<file path="src/rtl/multicycle_sequencer.sv">
// rtl/multicycle_sequencer.sv - multi-cycle FSM sequencing fetch/decode/exec/mem/wb (optional SEQ_PERF_CNT_EN stall counter)
module multicycle_sequencer #(
   parameter int CNT_W    = 32,
   parameter int MAX_WAIT = 16
) (
   input  logic             clk,
   input  logic             rst_n,
   input  logic             start,
   input  logic             halt_req,
   input  logic             mem_ready,
   input  logic             d_mem_read,
   input  logic             d_mem_write,
   input  logic             d_reg_write,
   input  logic             d_branch,
   input  logic             d_jump,
   input  logic             d_is_jal,
   input  logic             d_is_jr,
   input  logic             branch_taken,
   output logic             mem_req,
   output logic             mem_we,
   output logic             mem_addr_sel,
   output logic             ir_load,
   output logic             pc_write,
   output logic [1:0]       pc_sel,
   output logic             rf_we,
   output logic             busy,
   output logic             done,
   output logic             err,
   output logic [CNT_W-1:0] retired,
   output logic [CNT_W-1:0] stall_cycles
);

   localparam int WAIT_W = $clog2(MAX_WAIT + 1);

   typedef enum logic [2:0] {
      S_IDLE,
      S_FETCH,
      S_DECODE,
      S_EXEC,
      S_MEM,
      S_WB,
      S_ERROR
   } state_t;

   state_t            state;
   state_t            state_nx;
   logic [WAIT_W-1:0] wait_cnt;
   logic              waiting;
   logic              timeout;
   logic              retire;
   logic              done_q;

   logic lat_mem_read;
   logic lat_mem_write;
   logic lat_reg_write;
   logic lat_branch;
   logic lat_jump;
   logic lat_is_jal;
   logic lat_is_jr;

   // State register; reset parks the sequencer in IDLE.
   always_ff @(posedge clk or negedge rst_n) begin
      if (!rst_n) begin
         state <= S_IDLE;
      end else begin
         state <= state_nx;
      end
   end

   // Next state and per-state enables; retire and timeout override the state choice.
   always_comb begin
      state_nx     = state;
      mem_req      = 1'b0;
      mem_we       = 1'b0;
      mem_addr_sel = 1'b0;
      ir_load      = 1'b0;
      pc_write     = 1'b0;
      pc_sel       = 2'b00;
      rf_we        = 1'b0;
      retire       = 1'b0;
      waiting      = 1'b0;
      timeout      = 1'b0;
      case (state)
         S_IDLE: begin
            if (start) begin
               state_nx = S_FETCH;
            end
         end
         S_FETCH: begin
            mem_req = 1'b1;
            if (mem_ready) begin
               ir_load  = 1'b1;
               state_nx = S_DECODE;
            end else begin
               waiting = 1'b1;
            end
         end
         S_DECODE: begin
            state_nx = S_EXEC;
         end
         S_EXEC: begin
            if (lat_jump || lat_is_jr) begin
               pc_write = 1'b1;
               pc_sel   = lat_is_jr ? 2'b11 : 2'b10;
               rf_we    = lat_is_jal;
               retire   = 1'b1;
            end else if (lat_branch) begin
               // A branch with reg_write is the set-on-equal opcode: it writes back instead.
               if (lat_reg_write) begin
                  state_nx = S_WB;
               end else begin
                  pc_write = 1'b1;
                  pc_sel   = {1'b0, branch_taken};
                  retire   = 1'b1;
               end
            end else if (lat_mem_read || lat_mem_write) begin
               state_nx = S_MEM;
            end else begin
               state_nx = S_WB;
            end
         end
         S_MEM: begin
            mem_req      = 1'b1;
            mem_addr_sel = 1'b1;
            mem_we       = lat_mem_write;
            if (mem_ready) begin
               if (lat_mem_write) begin
                  pc_write = 1'b1;
                  retire   = 1'b1;
               end else begin
                  state_nx = S_WB;
               end
            end else begin
               waiting = 1'b1;
            end
         end
         S_WB: begin
            rf_we    = lat_reg_write;
            pc_write = 1'b1;
            retire   = 1'b1;
         end
         S_ERROR: begin
            state_nx = S_ERROR;
         end
         default: begin
            state_nx = S_IDLE;
         end
      endcase
      if (retire) begin
         state_nx = halt_req ? S_IDLE : S_FETCH;
      end
      timeout = waiting && (wait_cnt == WAIT_W'(MAX_WAIT - 1));
      if (timeout) begin
         state_nx = S_ERROR;
      end
   end

   assign busy = (state != S_IDLE) && (state != S_ERROR);
   assign err  = (state == S_ERROR);
   assign done = done_q;

   // Consecutive wait counter; any non-waiting cycle clears it.
   always_ff @(posedge clk or negedge rst_n) begin
      if (!rst_n) begin
         wait_cnt <= '0;
      end else if (waiting && !timeout) begin
         wait_cnt <= wait_cnt + WAIT_W'(1);
      end else begin
         wait_cnt <= '0;
      end
   end

   // Decode outputs are captured once per instruction, in DECODE.
   always_ff @(posedge clk or negedge rst_n) begin
      if (!rst_n) begin
         lat_mem_read  <= 1'b0;
         lat_mem_write <= 1'b0;
         lat_reg_write <= 1'b0;
         lat_branch    <= 1'b0;
         lat_jump      <= 1'b0;
         lat_is_jal    <= 1'b0;
         lat_is_jr     <= 1'b0;
      end else if (state == S_DECODE) begin
         lat_mem_read  <= d_mem_read;
         lat_mem_write <= d_mem_write;
         lat_reg_write <= d_reg_write;
         lat_branch    <= d_branch;
         lat_jump      <= d_jump;
         lat_is_jal    <= d_is_jal;
         lat_is_jr     <= d_is_jr;
      end
   end

   // Retired-instruction counter and the one-cycle done pulse after a halting retire.
   always_ff @(posedge clk or negedge rst_n) begin
      if (!rst_n) begin
         retired <= '0;
         done_q  <= 1'b0;
      end else begin
         done_q <= retire && halt_req;
         if (retire) begin
            retired <= retired + CNT_W'(1);
         end
      end
   end

`ifdef SEQ_PERF_CNT_EN
   // Counts every cycle a memory request is pending but not yet accepted.
   always_ff @(posedge clk or negedge rst_n) begin
      if (!rst_n) begin
         stall_cycles <= '0;
      end else if (mem_req && !mem_ready) begin
         stall_cycles <= stall_cycles + CNT_W'(1);
      end
   end
`else
   assign stall_cycles = '0;
`endif

endmodule

</file>
<file path="config.mk">
export PLATFORM = sky130hd
export DESIGN_NAME = multicycle_sequencer
export DESIGN_NICKNAME = d
export VERILOG_FILES = /design/src/rtl/multicycle_sequencer.sv
export SDC_FILE = /design/constraint.sdc
export NUM_CORES = 1
export LEC_CHECK = 0
export CAP_MARGIN = 20
export CORE_MARGIN = 2
export CORE_UTILIZATION = 50
export CTS_BUF_LIST = sky130_fd_sc_hd__clkbuf_2
export CTS_CLUSTER_DIAMETER = 60
export DETAILED_ROUTE_END_ITERATION = 8
export DONT_BUFFER_PORTS = 1
export GPL_TIMING_DRIVEN = 0
export PLACE_DENSITY = 0.61
export SETUP_SLACK_MARGIN = 0.2
export SLEW_MARGIN = 20
export SYNTH_ARGS = -nofsm -noshare
export SYNTH_HDL_FRONTEND = slang
export SYNTH_SLANG_ARGS = --single-unit
</file>
<file path="constraint.sdc">
create_clock -name clk -period 4.9 [get_ports clk]
set_input_delay 0.735 -clock clk [delete_from_list [all_inputs] [get_ports clk]]
set_output_delay 0.735 -clock clk [all_outputs]
set_load 0.03 [all_outputs]
</file>
==> impl_metrics.toml, run 1 <==
[run_status]
outcome = "complete, no violations"

[place]
io_buffers = 0
placed_cells = 350
place_congestion = 0.713
dp_hpwl_um = 3790
pre_cts_slack_ps = 2610

[final_layout]
layout.cells.non_filler = 359
diodes = 0
drive_gt1_frac = 0.218
syn_to_final_growth_pct = 10.3
multi_input_area_um2 = 1240
utilization = 0.569
ff_latch_area_um2 = 1200
finalNetCount = 304
fillers = 486

[routing]
first_iter_violations = 69
via_per_inst = 5.03
route.detailed.drc = 0
num_vias = 1807
dr.pass1.iters = 4
antenna_left = 0
detail_route.wl_per_cell_um = 14.3
routed_wl_um = 5120

[global_routing]
grt_max_degree = 49
antenna_found_initial = 0
grt_use_total = 0.186
globalRoute.totalOverflow = 0
grt_pass1_vias = 1750
grt_pass1_wl_um = 8670

[pwr]
p_sw_mw = 0.493
irDropWorstVdd_mv = 0.270
clkPwrFrac = 0.140
total_leakage_power_nw = 1.43
powerDensity_nw_per_um2 = 397
swShare = 0.430
p_comb_frac = 0.365
total_power_mw = 1.15
internal_power_mw = 0.653
seqPwrFrac = 0.496

[clocking]
cts_buffers = 5
root_buffer = "clkbuf_2"
cts.path.max_buffers = 2
numClockSinks = 48
h-tree-depth = 2
clk_latency_ps = 420
cts_tree = "done"
post_cts_buffers = 0
cts_resized = 0
clkSlewWorstSetupHoldPaths_ps = 230

[timing]
worst_slew_pin_slew_ps = 973
fin_skew_ps = 17.1
finalMaxSlewViolations = 0
slew_headroom = 0.345
finalHoldViolCount = 0
period_share = 0.559
tns_ps = 0
fmax_ghz = 0.365
setup_ws_ps = 2160
setup_viol = 0
period_needed_ps = 2740
rsz0062_at_grt = "no"

[synthesis]
ys_warn_count = 0
netlist_area_um2 = 2620
ys_ff_latch = 48
synthFlopType = "dfrtp_1"
synthCells = 249
synthDistinctLibCells = 49
seq_area_frac_synth = 0.459
syn_area_per_cell_um2 = 10.5
synth-edff-count = 0
async_flop_share = 1.00
synth_area_leaders = "dfrtp_1 (46%), buf_4 (9.5%), xnor2_1 (7.7%)"
synth_most_common_cell = "dfrtp_1"
yosys.area.top_type = "dfrtp_1"
yosys-top-cells-count = "dfrtp_1 (48), buf_4 (33), xnor2_1 (23)"
synth_top_area_frac = 0.459

[floorplan]
dieArea_um2 = 5830
ios = 88
initial_core_util = 0.516
die_x_um = 76.4
die_h_um = 76.4
row_count = 26
core_um2 = 5070

[min_path]
hold_class = "in2async"

[worst_setup_path]
cp.required_ps = 4160
crit_chain = "buf_2, nand2b_1, nor3_1"
slowest_stage = "nor3_1"
worstPathArrival_ps = 2010
end_kind = "output port"
crit_family = "simple AND/OR/NAND/NOR gates"
cp.buffers_inverters = 1
path_class = "reg2out"
start_kind = "flop"
critPathMaxFanout = 10
cpPeakStageDelay_ps = 710

[job]
cap_viol_max_count = 0
==> final timing paths <==
kind | cells past startpoint | slack [ps] | from | to
min reg2reg | 1 | 480 | wait_cnt[0] | wait_cnt[0]
max | 3 | 2160 | state[0] | mem_we
max in group asynchronous | 1 | 4570 | rst_n | retired[6]
min | 1 | 120 | rst_n | wait_cnt[3]
max reg2reg | 4 | 2930 | retired[15] | retired[27]
min in group clk | 2 | 420 | d_mem_write | lat_mem_write
==> power groups by stage <==
stage | Clock, mW | Sequential (mW) | Combinational, mW
2_1_floorplan | 0 | 0.560 | 0.354
3_3_place_gp | 0 | 0.577 | 0.404
3_5_place_dp | 0 | 0.579 | 0.406
4_1_cts | 0.168 | 0.569 | 0.419
5_1_grt | 0.187 | 0.582 | 0.454
6_report | 0.160 | 0.568 | 0.418
==> what timing repair did <==
item,CTS,global route
hold buffers,1,0
hold endpoints to repair,48,0
setup endpoints to repair,0,0
==> kinds of logic after synthesis <==
kind of cell / count (synthesis) / synth area share
adder cells (fa/ha/maj): 3 / 0.0143
buffers and inverters: 42 / 0.112
AND/OR/NAND/NOR: 91 / 0.195
XOR/XNOR: 33 / 0.110
AO/OA/AOI/OAI: 24 / 0.0774
flip-flops: 48 / 0.459
other: 1 / 0.00143
multiplexers: 7 / 0.0301
==> stage by stage <==
step                      hold slack, ps  cell area, um2
after floorplan                      433            2730
after global placement               441            2820
after detailed placement             441            2820
after CTS                            100            2890
after global routing                70.9            2890
final                                117            2890
==> sequential cells by signal, indices dropped and copies added, names as in the netlist <==
register and flops:
retired 32, lat_is_jr 1, lat_reg_write 1, state 3, lat_branch 1, lat_mem_read 1, lat_mem_write 1, done 1
lat_jump 1, wait_cnt 5, lat_is_jal 1
==> per-layer routing <==
metal	wire length (um)	vias up	track usage
met4	35	0	0.0545
met3	359	5	0.0533
met1	2290	873	0.255
met2	2440	59	0.287
met5	0	-	0
li1	-	870	-
==> placed cells by master (no fill, tap or decap), types with 2 or more instances in the layout <==
cell       n
dfrtp_1   48
buf_4     33
conb_1    32
xnor2_1   23
nor2_1    20
nand2_1   16
nand3_1   11
nand4_1   11
xor2_1    10
and3_1     9
mux2_2     7
clkbuf_2   7
inv_1      5
a21oi_1    5
o21ai_0    4
nor3_1     4
and2_1     3
ha_1       3
buf_2      2
a21o_1     2
and4_1     2
nor4_2     2
==> layout make-up <==
cell class / instances / share of cell area
Buffer: 37 / 0.0953
Clock inverter: 1 / 0.00130
Multi-Input combinational cell: 190 / 0.429
Clock buffer: 7 / 0.0121
Tap cell: 70 / 0.0303
Sequential cell: 48 / 0.416
Inverter: 5 / 0.00650
Timing Repair Buffer: 1 / 0.00953
Power figures use the tool's default switching activity.
==> run 2, diff against run 1 <==
--- a/config.mk
+++ b/config.mk
@@ -13,7 +13,7 @@
 export DETAILED_ROUTE_END_ITERATION = 8
 export DONT_BUFFER_PORTS = 1
 export GPL_TIMING_DRIVEN = 0
-export PLACE_DENSITY = 0.61
+export PLACE_DENSITY = 0.64
 export SETUP_SLACK_MARGIN = 0.2
 export SLEW_MARGIN = 20
 export SYNTH_ARGS = -nofsm -noshare
==> constraint.sdc (replaced) <==
create_clock -name clk -period 2.52 [get_ports clk]
set_input_delay 0.378 -clock clk [delete_from_list [all_inputs] [get_ports clk]]
set_output_delay 0.378 -clock clk [all_outputs]
set_load 0.03 [all_outputs]
==> impl_metrics.toml, run 2 (synthesis results as in run 1) <==
[clocking]
clk_latency_ps = 410
post_cts_buffers = 0
cts_buffers = 5
cts.path.max_buffers = 2
clkSlewWorstSetupHoldPaths_ps = 230
cts_tree = "done"
h-tree-depth = 2
numClockSinks = 48
root_buffer = "clkbuf_2"

[final_layout]
multi_input_area_um2 = 1250
diodes = 0
utilization = 0.573
ff_latch_area_um2 = 1200
largestRegisters = "retired x32, wait_cnt x5, state x3"
final_common_cell = "dfrtp_1"
drive_gt1_frac = 0.224
top_register = "retired"
syn_to_final_growth_pct = 11.1
final_cell_mix = "dfrtp_1 (48), buf_4 (33), conb_1 (32)"
fillers = 460
layout.cells.non_filler = 360
design_area_um2 = 2910
finalNetCount = 305
largest_register_ffs = 32

[global_routing]
globalRoute.totalOverflow = 0
antenna_found_initial = 0
grt_pass1_vias = 1715
grt_max_degree = 49
grt_use_total = 0.183
grt_pass1_wl_um = 8520

[floorplan]
row_count = 26
die_h_um = 76.4
die_x_um = 76.4
initial_core_util = 0.516
core_um2 = 5070
dieArea_um2 = 5830
ios = 88

[worst_setup_path]
worstPathArrival_ps = 1790
crit_chain = "buf_2, nand2b_1, nor2_1"
start_kind = "flop"
cp.required_ps = 2140
end_kind = "output port"
cp.buffers_inverters = 1
reg2regPathDepth = 4
cpPeakStageDelay_ps = 480
crit_family = "simple AND/OR/NAND/NOR gates"
worst-path-stages = 3
crit-reg2reg-launch = "retired[15]"
slowest_stage = "nor2_1"
critPathMaxFanout = 10
path_class = "reg2out"
rrSetupSlack_ps = 550
crit_start = "state[0]"

[routing]
route.detailed.drc = 0
dr.pass1.iters = 4
antenna_left = 0
detail_route.wl_per_cell_um = 13.9
first_iter_violations = 73
via_per_inst = 4.99
routed_wl_um = 4990
num_vias = 1798

[timing]
setup_viol = 0
slew_headroom = 0.571
rsz0062_at_grt = "yes"
setup_ws_ps = 351
fin_skew_ps = 4.84
period_share = 0.861
period_needed_ps = 2170
hold_ws_ps = 60.5
worst_slew_pin_slew_ps = 643
finalHoldViolCount = 0
fmax_ghz = 0.461
tns_ps = 0
finalMaxSlewViolations = 0

[min_path]
min_from = "d_mem_write"
hold_class = "in2reg"
holdPathStages = 2

[place]
dp_hpwl_um = 3680
placed_cells = 350
io_buffers = 0
dpl_cell_area_um2 = 2820
place_congestion = 0.782
pre_cts_slack_ps = 561

[run_status]
outcome = "complete, no violations"

[pwr]
irDropWorstVdd_mv = 0.475
total_power_mw = 2.24
powerDensity_nw_per_um2 = 771
total_leakage_power_nw = 1.44

[job]
cap_viol_max_count = 0
==> run 2: path summary, 6_finish.rpt <==
check                           endpoint
setup / recovery            mem_addr_sel
hold reg to reg              wait_cnt[0]
setup reg to reg             retired[22]
hold / removal             lat_mem_write
max in group asynchronous      lat_is_jr
min in group asynchronous    wait_cnt[3]
==> run 2: cell type report <==
cell class / count / area share
Multi-Input combinational cell: 190 / 0.429
Sequential cell: 48 / 0.413
Buffer: 37 / 0.0955
Tap cell: 70 / 0.0301
Timing Repair Buffer: 2 / 0.0129
Clock buffer: 5 / 0.00860
Inverter: 5 / 0.00645
Clock inverter: 3 / 0.00473
==> run 2: power by group <==
part	total, mW	internal, mW	leakage, nW	switching [mW]
registers	1.11	0.897	0.638	0.212
logic	0.827	0.306	0.771	0.521
clock network	0.306	0.0624	0.0302	0.244
total	2.24	1.27	1.44	0.977
==> run 2: per-layer routing <==
layer / global-route usage / up-vias / part of all wire
li1: - / 873 / -
met1: 0.238 / 858 / 0.44
met2: 0.282 / 62 / 0.47
met3: 0.0687 / 5 / 0.073
met4: 0.0655 / 0 / 0.013
met5: 0 / - / 0
==> run 2: what timing repair did <==
item	4_1_cts	5_1_grt
hold buffers	2	0
endpoints found under the hold margin	48	0
gates cloned	0	0
setup endpoints to repair	3	2
resized for setup	3	1
==> run 2: worst register-to-register path, cell delays in order (launching register included) <==
cell	delay (ps)
dfrtp_1	670
nand4_1	280
nor4_2	600
nand4_1	180
xnor2_1	150
